[config.mk]
export PLATFORM = sky130hd
export DESIGN_NAME = input_switch
export DESIGN_NICKNAME = d
export VERILOG_FILES = /design/src/rtl/input_switch.sv
export SDC_FILE = /design/constraint.sdc
export NUM_CORES = 1
export LEC_CHECK = 0
export CORE_MARGIN = 8
export CORE_UTILIZATION = 59
export CTS_CLUSTER_SIZE = 10
export DETAILED_ROUTE_END_ITERATION = 12
export PLACE_DENSITY = 0.83
export SKIP_CTS_REPAIR_TIMING = 1
export SYNTH_ARGS = -nofsm -noshare
export SYNTH_HDL_FRONTEND = slang
export SYNTH_SLANG_ARGS = --single-unit
[constraint.sdc]
create_clock -name clk -period 3.6 [get_ports clk]
set_input_delay 0.54 -clock clk [delete_from_list [all_inputs] [get_ports clk]]
set_output_delay 0.54 -clock clk [all_outputs]
set_load 0.05 [all_outputs]
[src/rtl/input_switch.sv]
// Routes one shared, synchronised and glitch-filtered 8-bit pin bus to CPU A or CPU B,
// holding both CPU-side buses idle for a guard interval on every changeover.
module input_switch #(
   parameter logic [7:0] IDLE_VALUE   = 8'hFF,
   parameter int         FILTER_LEN   = 4,
   parameter int         GUARD_CYCLES = 8
) (
   input  logic       clk,
   input  logic       rst_n,
   input  logic       ctr_io,
   input  logic [7:0] input_pin,
   output logic [7:0] input_to_A,
   output logic [7:0] input_to_B,
   output logic       active_sel,
   output logic       switching
);

   typedef enum logic [1:0] {
      ACTIVE_A = 2'd0,
      ACTIVE_B = 2'd1,
      GUARD    = 2'd2
   } state_t;

   localparam logic [7:0] FILT_LAST  = 8'(FILTER_LEN - 1);
   localparam logic [7:0] GUARD_LAST = 8'(GUARD_CYCLES - 1);

   logic [7:0] pinMeta_q, pinSync_q;
   logic       ctrMeta_q, ctrSync_q;

   logic [7:0] cand_q, cand_d;
   logic [7:0] filt_q, filt_d;
   logic [7:0] fcnt_q, fcnt_d;

   state_t     state_q, state_d;
   logic [7:0] gcnt_q, gcnt_d;
   logic       target_q, target_d;
   logic       activeSel_q, activeSel_d;

   logic [7:0] outA_q, outA_d;
   logic [7:0] outB_q, outB_d;

   always_ff @(posedge clk or negedge rst_n) begin
      if (!rst_n) begin
         pinMeta_q <= IDLE_VALUE;
         pinSync_q <= IDLE_VALUE;
         ctrMeta_q <= 1'b0;
         ctrSync_q <= 1'b0;
      end else begin
         pinMeta_q <= input_pin;
         pinSync_q <= pinMeta_q;
         ctrMeta_q <= ctr_io;
         ctrSync_q <= ctrMeta_q;
      end
   end

   // Whole-byte filter: any change restarts the count, so a glitch never reaches filt.
   always_comb begin
      cand_d = cand_q;
      fcnt_d = fcnt_q;
      filt_d = filt_q;
      if (pinSync_q != cand_q) begin
         cand_d = pinSync_q;
         fcnt_d = 8'd0;
      end else if (fcnt_q < FILT_LAST) begin
         fcnt_d = fcnt_q + 8'd1;
      end else begin
         filt_d = cand_q;
      end
   end

   always_ff @(posedge clk or negedge rst_n) begin
      if (!rst_n) begin
         cand_q <= IDLE_VALUE;
         filt_q <= IDLE_VALUE;
         fcnt_q <= 8'd0;
      end else begin
         cand_q <= cand_d;
         filt_q <= filt_d;
         fcnt_q <= fcnt_d;
      end
   end

   // A select change during guard restarts the interval towards the newest target.
   always_comb begin
      state_d     = state_q;
      gcnt_d      = gcnt_q;
      target_d    = target_q;
      activeSel_d = activeSel_q;
      unique case (state_q)
         ACTIVE_A: begin
            if (ctrSync_q) begin
               state_d  = GUARD;
               target_d = 1'b1;
               gcnt_d   = 8'd0;
            end
         end
         ACTIVE_B: begin
            if (!ctrSync_q) begin
               state_d  = GUARD;
               target_d = 1'b0;
               gcnt_d   = 8'd0;
            end
         end
         GUARD: begin
            if (ctrSync_q != target_q) begin
               target_d = ctrSync_q;
               gcnt_d   = 8'd0;
            end else if (gcnt_q == GUARD_LAST) begin
               state_d     = target_q ? ACTIVE_B : ACTIVE_A;
               activeSel_d = target_q;
            end else begin
               gcnt_d = gcnt_q + 8'd1;
            end
         end
         default: begin
            state_d = ACTIVE_A;
         end
      endcase
   end

   always_ff @(posedge clk or negedge rst_n) begin
      if (!rst_n) begin
         state_q     <= ACTIVE_A;
         gcnt_q      <= 8'd0;
         target_q    <= 1'b0;
         activeSel_q <= 1'b0;
      end else begin
         state_q     <= state_d;
         gcnt_q      <= gcnt_d;
         target_q    <= target_d;
         activeSel_q <= activeSel_d;
      end
   end

   // Each CPU sees filt only while its own ACTIVE state holds, so both are never live together.
   always_comb begin
      outA_d = (state_q == ACTIVE_A) ? filt_q : IDLE_VALUE;
      outB_d = (state_q == ACTIVE_B) ? filt_q : IDLE_VALUE;
   end

   always_ff @(posedge clk or negedge rst_n) begin
      if (!rst_n) begin
         outA_q <= IDLE_VALUE;
         outB_q <= IDLE_VALUE;
      end else begin
         outA_q <= outA_d;
         outB_q <= outB_d;
      end
   end

   assign input_to_A = outA_q;
   assign input_to_B = outB_q;
   assign active_sel = activeSel_q;
   assign switching  = (state_q == GUARD);

endmodule

### Word level (Yosys, flattened, before mapping)

Index checks and enable logic that the tools add are counted.

* bits in registers: 70
* word-level logic and storage cells: 57
* output and inout port bits: 18
* bits of input ports: 11

* $add $sub $neg: 2
* multiplexer cells: 19
* reduce and logical (&&, ||, !) cells: 8
* bitwise logic cells: 3
* equal/unequal tests: 11
* order comparisons: 1

Operators by type and width (number)
* two-way mux 8 bit: 8
* one-hot mux 8 bit (3 select lines): 1
* adder 8 x 1 -> 8 bit, second input constant: 2
* AND reduction 4 bit: 3
* equality test 8 x 3 -> 1 bit, second input constant: 1
* less-than comparator 8 x 2 -> 1 bit, second input constant: 1
* two-way mux 2 bit: 4
* != test 8 bit: 1
* != test 2 bit, second input constant: 3
* one-hot mux 2 bit (3 select lines): 1
* two-way mux 1 bit: 4
* != test 2 x 1 -> 1 bit, second input constant: 2
* != test 3 bit, second input constant: 1
* inverter 1 bit: 3
* one-hot mux 1 bit (3 select lines): 1
* AND reduction 3 bit: 1
* nonzero test 3 bit: 1
* equality test 2 x 1 -> 1 bit, second input constant: 1
* equality test 2 bit, second input constant: 1
* zero test 2 bit: 1
* AND reduction 2 bit: 1
* nonzero test 2 bit: 1
* != test 1 bit: 1

### Logic depth before layout (Yosys ltp)

Gate-level depths: netlist of the first run.

* word-level depth: 4
* gate-level depth with buffers: 5

### Least setup slack after synthesis of the first run

No wires, ideal clock.

* path type: register to register
* from: register state_q[1]
* to: register gcnt_q[3]
* clock period less this slack: 2.000 ns
* setup slack: 1.600 ns
* data required time: 3.513 ns
* path buffers: 1
* cell stages (with the launch flop): 6
* arrival time: 1.913 ns
* path through: dfrtp_1 > nor2b_1 > and2_1 > clkbuf_1 > nand3_1 > o211ai_1

* longest elaborated chain between the ends: 3
* elaborated cells on any way between the ends: 9

Ends and longest elaborated chain
* start, declared: RTL line 34 `state_t state_q, state_d;`
* start signal, assigned: RTL line 128 `state_q <= state_d;`
* equality test 2 bit *
* net switching: RTL line 15 `output logic switching`
* != test 3 bit (no line) or nonzero test 3 bit (tied branches)
* AND reduction 4 bit (no line)
* end signal, assigned: RTL line 129 `gcnt_q <= gcnt_d;`
* end, declared: RTL line 35 `logic [7:0] gcnt_q, gcnt_d;`

The timed path passes the listed nets; every way through them passes the cells marked *.
A chain may end at the register's enable or synchronous reset.

### Final worst setup path of the first run

* from: register state_q[1]
* to: output port switching

* longest elaborated chain between the ends: 1

Ends and longest elaborated chain
* equality test 2 bit: RTL line 154 `assign switching = (state_q == GUARD);`
* end, declared: RTL line 15

No other way between the ends.

==> flow_metrics.tcl, run 1 <==
set metrics [dict create \
    cp.arrival_ns 1.99 \
    num_rows 24 \
    drtAntennaViolNets 0 \
    slew_viol_final 0 \
    yosysWarnings 0 \
    synth_compound_area_frac 0.0344 \
    tritoncts "done" \
    ys_ff_latch 70 \
    timing.final.ws_setup_ns 1.07 \
    synth_top_family_by_area "simple AND/OR/NAND/NOR gates" \
    netlist_area_um2 2660 \
    max_freq_ghz 0.395 \
    vias_per_cell 5.43 \
    r2r-end "filt_q[5]" \
    h-tree-depth 3 \
    synth.area.mux_share 0.0570 \
    min_path_type "in2async" \
    peakVddDrop_uv 324 \
    path_clk_slew_ns 0.07 \
    clk_latency_ns 0.33 \
    pin_count 29 \
    layout_worst_path_cycle_share 0.704 \
    cp_max_fo 13 \
    rrSetupSlack_ns 1.77 \
    synth_xor_area_frac 0.0428 \
    powerDensity_nw_per_um2 479 \
    drt_iter0_drc 60 \
    maxCapViolCount 0 \
    layout.nets 232 \
    slew_headroom 0.436 \
    yosys.area.top_type "dfstp_2" \
    p_leak_nw 1.32 \
    yosys.area_share.simple 0.146 \
    finalSetupViolations 0 \
    cts.sinks 70 \
    required_ns 3.06 \
    grt_usage 0.140 \
    netlist_instances 190 \
    path_class "reg2out" \
    area_delta_synth_final_pct 18.4 \
    post_dp_cell_area_um2 2960 \
    clock_skew_ns 0.00866 \
    grt_max_degree 41 \
    fin_area_um2 3150 \
    cts_made_buffers 9 \
    die_y_um 83.1 \
    r2r_cells 4 \
    cp_slowest_stage_delay_ns 0.85 \
    die-area_um2 6910 \
    wl_per_cell_um 15.9 \
    dpl_worst_slack_ns 1.42 \
    hold_violations 0 \
    synth_adder_area_share 0.00942 \
    endpoint_kind "primary output" \
    rsz0062_at_grt "no" \
    ys_top_cells_by_area "dfstp_2, dfrtp_1, mux2_4" \
    grt_overflow 0 \
    vias 1500 \
    drive_gt1_frac 0.371 \
    antenna_cells 0 \
    first_pass_iters 4 \
    hpwlAfterDp_um 3070 \
    status "finished clean" \
    clockRootBuffer "clkbuf_8" \
    yosysSeqAreaShare 0.682 \
    clockBufferDepth 2 \
    initial_core_util 0.610 \
    reg2reg_from "cand_q[7]" \
    avgSynthCellArea_um2 14.0 \
    totalWireLength_um 4380 \
    io_buffers 28 \
    drc 0 \
    cp-start-kind "flip-flop" \
    worst_slew_pin_slew_ns 0.845 \
    path_cells "nor2b_1, clkdlybuf4s50_1" \
    grt_pass1_vias 1592 \
    crit_slowest_cell "clkdlybuf4s50_1" \
    synth_nets 203 \
    fin_setup_tns_ns 0 \
    place_congestion 0.745 \
    synth_top_area_share 0.475 \
    grt_pass1_wl_um 7780 \
    antenna_found_initial 0 \
    die-width_um 83.1 \
    synth_cell_types 32 \
    final.min_clock_period_ns 2.53 \
    core_area_um2 4350 \
]
[synthesized netlist by cell type]
cell / count
a21oi_1: 2
a31oi_2: 1
and2_1: 2
and2_2: 1
and3_2: 6
and4_1: 1
clkbuf_1: 11
dfrtp_1: 22
dfstp_2: 48
ha_1: 2
inv_1: 9
mux2_2: 1
mux2_4: 8
mux2i_1: 2
nand2_1: 6
nand2b_1: 8
nand3_1: 7
nand3_4: 1
nand4_1: 2
nor2_1: 7
nor2b_1: 4
nor3_1: 3
nor4_1: 3
nor4_4: 2
o211ai_1: 2
o21a_1: 1
o21ai_0: 4
o221ai_1: 1
o2bb2ai_1: 2
or3_1: 8
xnor2_1: 4
xor2_1: 9
[where the power goes]
part           switching [mW]  internal (mW)  leakage [nW]  total, mW
clock network           0.252          0.307        0.0937      0.558
registers              0.0204          0.828         0.796      0.848
logic                  0.0640         0.0365         0.431      0.100
total                   0.336           1.17          1.32       1.51
[critical path, delay by kind of cell, from the launching register on]
kind                   cells  cell delay [ns]
buffers and inverters      1             0.85
and+or+nand+nor            1             0.28
DFF                        1             0.54
[per-stage QoR]
stage                      util  total power [mW]  hold WS (ns)  std cells
after global placement    0.681             0.952         0.340        260
final                     0.722              1.51         0.321        276
after detailed placement  0.681             0.962         0.336        260
after global routing      0.722              1.58         0.359        276
after CTS                 0.722              1.53         0.329        276
after floorplan               -             0.915         0.244        190
[placed cells by master, fill, tap and decap left out, drive strengths merged, types with 2 or more instances in the layout]
| master | synthesis | routed |
|---|---|---|
| nor2b | 4 | 4 |
| inv | 9 | 9 |
| nor2 | 7 | 7 |
| dfrtp | 22 | 22 |
| nand3 | 8 | 8 |
| or3 | 8 | 8 |
| clkbuf | 11 | 15 |
| nand4 | 2 | 2 |
| mux2i | 2 | 2 |
| mux2 | 9 | 9 |
| a21oi | 2 | 2 |
| dfstp | 48 | 48 |
| o211ai | 2 | 2 |
| nor4 | 5 | 5 |
| xnor2 | 4 | 4 |
| nand2b | 8 | 8 |
| nand2 | 6 | 6 |
| ha | 2 | 2 |
| clkdlybuf4s50 | 0 | 27 |
| buf | 0 | 2 |
| o21ai | 4 | 4 |
| nor3 | 3 | 3 |
| xor2 | 9 | 9 |
| and3 | 6 | 6 |
| and2 | 3 | 3 |
| o2bb2ai | 2 | 2 |
[how the worst max path moves through the flow]
stage                            to  slack [ns]  cells after the start        from
after floorplan           gcnt_q[3]        1.60                      5  state_q[1]
after global placement    switching        1.46                      2  state_q[1]
after detailed placement  switching        1.42                      2  state_q[1]
after CTS                 switching        1.03                      2  state_q[1]
after global routing      switching        0.94                      2  state_q[1]
final                     switching        1.07                      2  state_q[1]
[layout make-up]
type / instances / area (um^2)
Timing Repair Buffer: 29 / 283
Fill cell: 279 / 1210
Clock inverter: 1 / 5.00
Tap cell: 52 / 65.1
Clock buffer: 15 / 176
Inverter: 9 / 33.8
Sequential cell: 70 / 1810
Multi-Input combinational cell: 100 / 771
[logic make-up after synthesis]
logic type,after synthesis
flops,70
simple gates,61
buf+inv,20
compound gates,13
xor+xnor,13
mux,11
fa+ha+maj,2
[state kept, by name, indices dropped and copies added, names as in the netlist]
| register | flops |
|---|---|
| filt_q | 8 |
| active_sel | 1 |
| ctrSync_q | 1 |
| pinMeta_q | 8 |
| ctrMeta_q | 1 |
| fcnt_q | 8 |
| cand_q | 8 |
| state_q | 2 |
| target_q | 1 |
| input_to_B | 8 |
| input_to_A | 8 |
| gcnt_q | 8 |
| pinSync_q | 8 |
[layer usage]
| metal | up-vias | share of wire | routed length (um) | global-route usage |
|---|---|---|---|---|
| met1 | 750 | 0.44 | 1910 | 0.164 |
| li1 | 696 | - | - | - |
| met5 | - | 0 | 0 | 0 |
| met3 | 10 | 0.063 | 274 | 0.0547 |
| met2 | 44 | 0.48 | 2100 | 0.213 |
| met4 | 0 | 0.024 | 104 | 0.0815 |
Note: power is estimated with default switching activity, not from simulation.
==> run 2, diff against run 1 <==
- CORE_UTILIZATION: 59 -> 55
- PLACE_DENSITY: 0.83 -> 0.78
- clock period: 3.6 -> 2.6 ns (I/O delays scaled with it)
==> run 2 against run 1 <==
Effect of this change:
- register-to-register slack worse by 0.95 ns
- combinational power up 39%
- first-iteration DRC count down 10%
- worst setup slack worse by 0.85 ns
- sequential power up 38%
- die area up 5.8%
- critical path type unchanged
- critical endpoint unchanged
- largest power group unchanged
==> flow_metrics.tcl, run 2 (synthesis gave the netlist of run 1 again) <==
set metrics [dict create \
    die-width_um 85.5 \
    slew_headroom 0.523 \
    drt_iter0_drc 54 \
    layout_commonest_cell "dfstp_2" \
    initial_core_util 0.566 \
    grt_pass1_vias 1485 \
    min_path_type "in2async" \
    hpwlAfterDp_um 2980 \
    clock_skew_ns 0.00746 \
    totalWireLength_um 4040 \
    antenna_found_initial 0 \
    swShare 0.219 \
    powerDensity_nw_per_um2 667 \
    required_ns 2.21 \
    timing.final.ws_setup_ns 0.219 \
    fin_setup_tns_ns 0 \
    worst_slew_pin_slew_ns 0.716 \
    die-area_um2 7310 \
    endpoint_kind "primary output" \
    io_buffers 28 \
    final_cell_mix "dfstp_2, clkdlybuf4s50_1, dfrtp_1" \
    wl_per_cell_um 14.5 \
    layout_worst_path_cycle_share 0.916 \
    drtAntennaViolNets 0 \
    die_y_um 85.5 \
    clk_latency_ns 0.34 \
    vias_per_cell 5.15 \
    vias 1433 \
    path_cells "nor2b_1, clkdlybuf4s50_1" \
    pin_count 29 \
    tritoncts "done" \
    clockRootBuffer "clkbuf_8" \
    peakVddDrop_uv 460 \
    seqPwrFrac 0.555 \
    grt_max_degree 38 \
    clkPwrFrac 0.380 \
    crit_slowest_cell "clkdlybuf4s50_1" \
    cp_slowest_stage_delay_ns 0.85 \
    drive_gt1_frac 0.371 \
    place_congestion 0.846 \
    grt_overflow 0 \
    final.min_clock_period_ns 2.38 \
    drc 0 \
    cts_made_buffers 9 \
    clockBufferDepth 2 \
    cp_max_fo 13 \
    p_leak_nw 1.33 \
    h-tree-depth 3 \
    area_delta_synth_final_pct 19.3 \
    cts.sinks 70 \
    rsz0062_at_grt "no" \
    grt_usage 0.121 \
    slew_viol_final 0 \
    path_class "reg2out" \
    finalSetupViolations 0 \
    cp-start-kind "flip-flop" \
    dpl_worst_slack_ns 0.592 \
    layout.nets 232 \
    finalPower_mw 2.11 \
    path_clk_slew_ns 0.06 \
    hold_violations 0 \
    first_pass_iters 4 \
    switching_power_uw 463 \
    maxCapViolCount 0 \
    grt_pass1_wl_um 6750 \
    cp.arrival_ns 1.99 \
    fin_hold_ws_ns 0.113 \
    core_area_um2 4690 \
    num_rows 25 \
    antenna_cells 0 \
    max_freq_ghz 0.420 \
    n_fill_cell 306 \
    combPwrFrac 0.066 \
    status "finished clean" \
    p_int_mw 1.65 \
]
-- run 2: final cells by class --
cell class | instances | area, um^2 | share of cell area
clock buffer | 16 | 190 | 0.0600
inverter | 9 | 33.8 | 0.0107
multi-input combinational | 100 | 771 | 0.243
sequential | 70 | 1810 | 0.572
tap | 54 | 67.6 | 0.0213
timing repair buffer | 29 | 295 | 0.0932
-- run 2: worst paths after layout --
kind | end | slack [ns] | from | depth (start not counted)
max in group asynchronous | input_to_B[4] | 1.81 | rst_n | 2
min | gcnt_q[1] | 0.11 | rst_n | 1
min reg2reg | pinSync_q[6] | 0.36 | pinMeta_q[6] | 0
max reg2reg | filt_q[3] | 0.82 | cand_q[7] | 4
min in group clk | pinSync_q[6] | 0.36 | pinMeta_q[6] | 0
max | switching | 0.22 | state_q[1] | 2
-- run 2: critical path, delay by kind of cell (launching register included) --
kind | cells | cell delay, ns
AND/OR/NAND/NOR | 1 | 0.28
buffers and inverters | 1 | 0.85
flip-flops | 1 | 0.52
-- run 2: power groups by stage --
| stage | Clock (mW) | Sequential (mW) | Combinational, mW |
|---|---|---|---|
| floorplan | 0 | 1.20 | 0.0628 |
| global placement | 0 | 1.19 | 0.134 |
| detailed placement | 0 | 1.19 | 0.140 |
| CTS | 0.822 | 1.17 | 0.141 |
| global route | 0.877 | 1.18 | 0.153 |
| finish | 0.803 | 1.17 | 0.139 |
-- run 2: metrics by stage --
stage                      util  instance area (um^2)  instances
after global placement    0.635                  2980        262
after floorplan               -                  2660        190
final                     0.675                  3170        278
after detailed placement  0.635                  2980        262
after global routing      0.675                  3170        278
after CTS                 0.675                  3170        278
-- run 2: per-layer routing --
| metal | global-route usage | vias up | part of all wire |
|---|---|---|---|
| li1 | - | 696 | - |
| met1 | 0.134 | 685 | 0.43 |
| met2 | 0.188 | 41 | 0.48 |
| met3 | 0.0487 | 11 | 0.057 |
| met4 | 0.0844 | 0 | 0.027 |
| met5 | 0 | - | 0 |
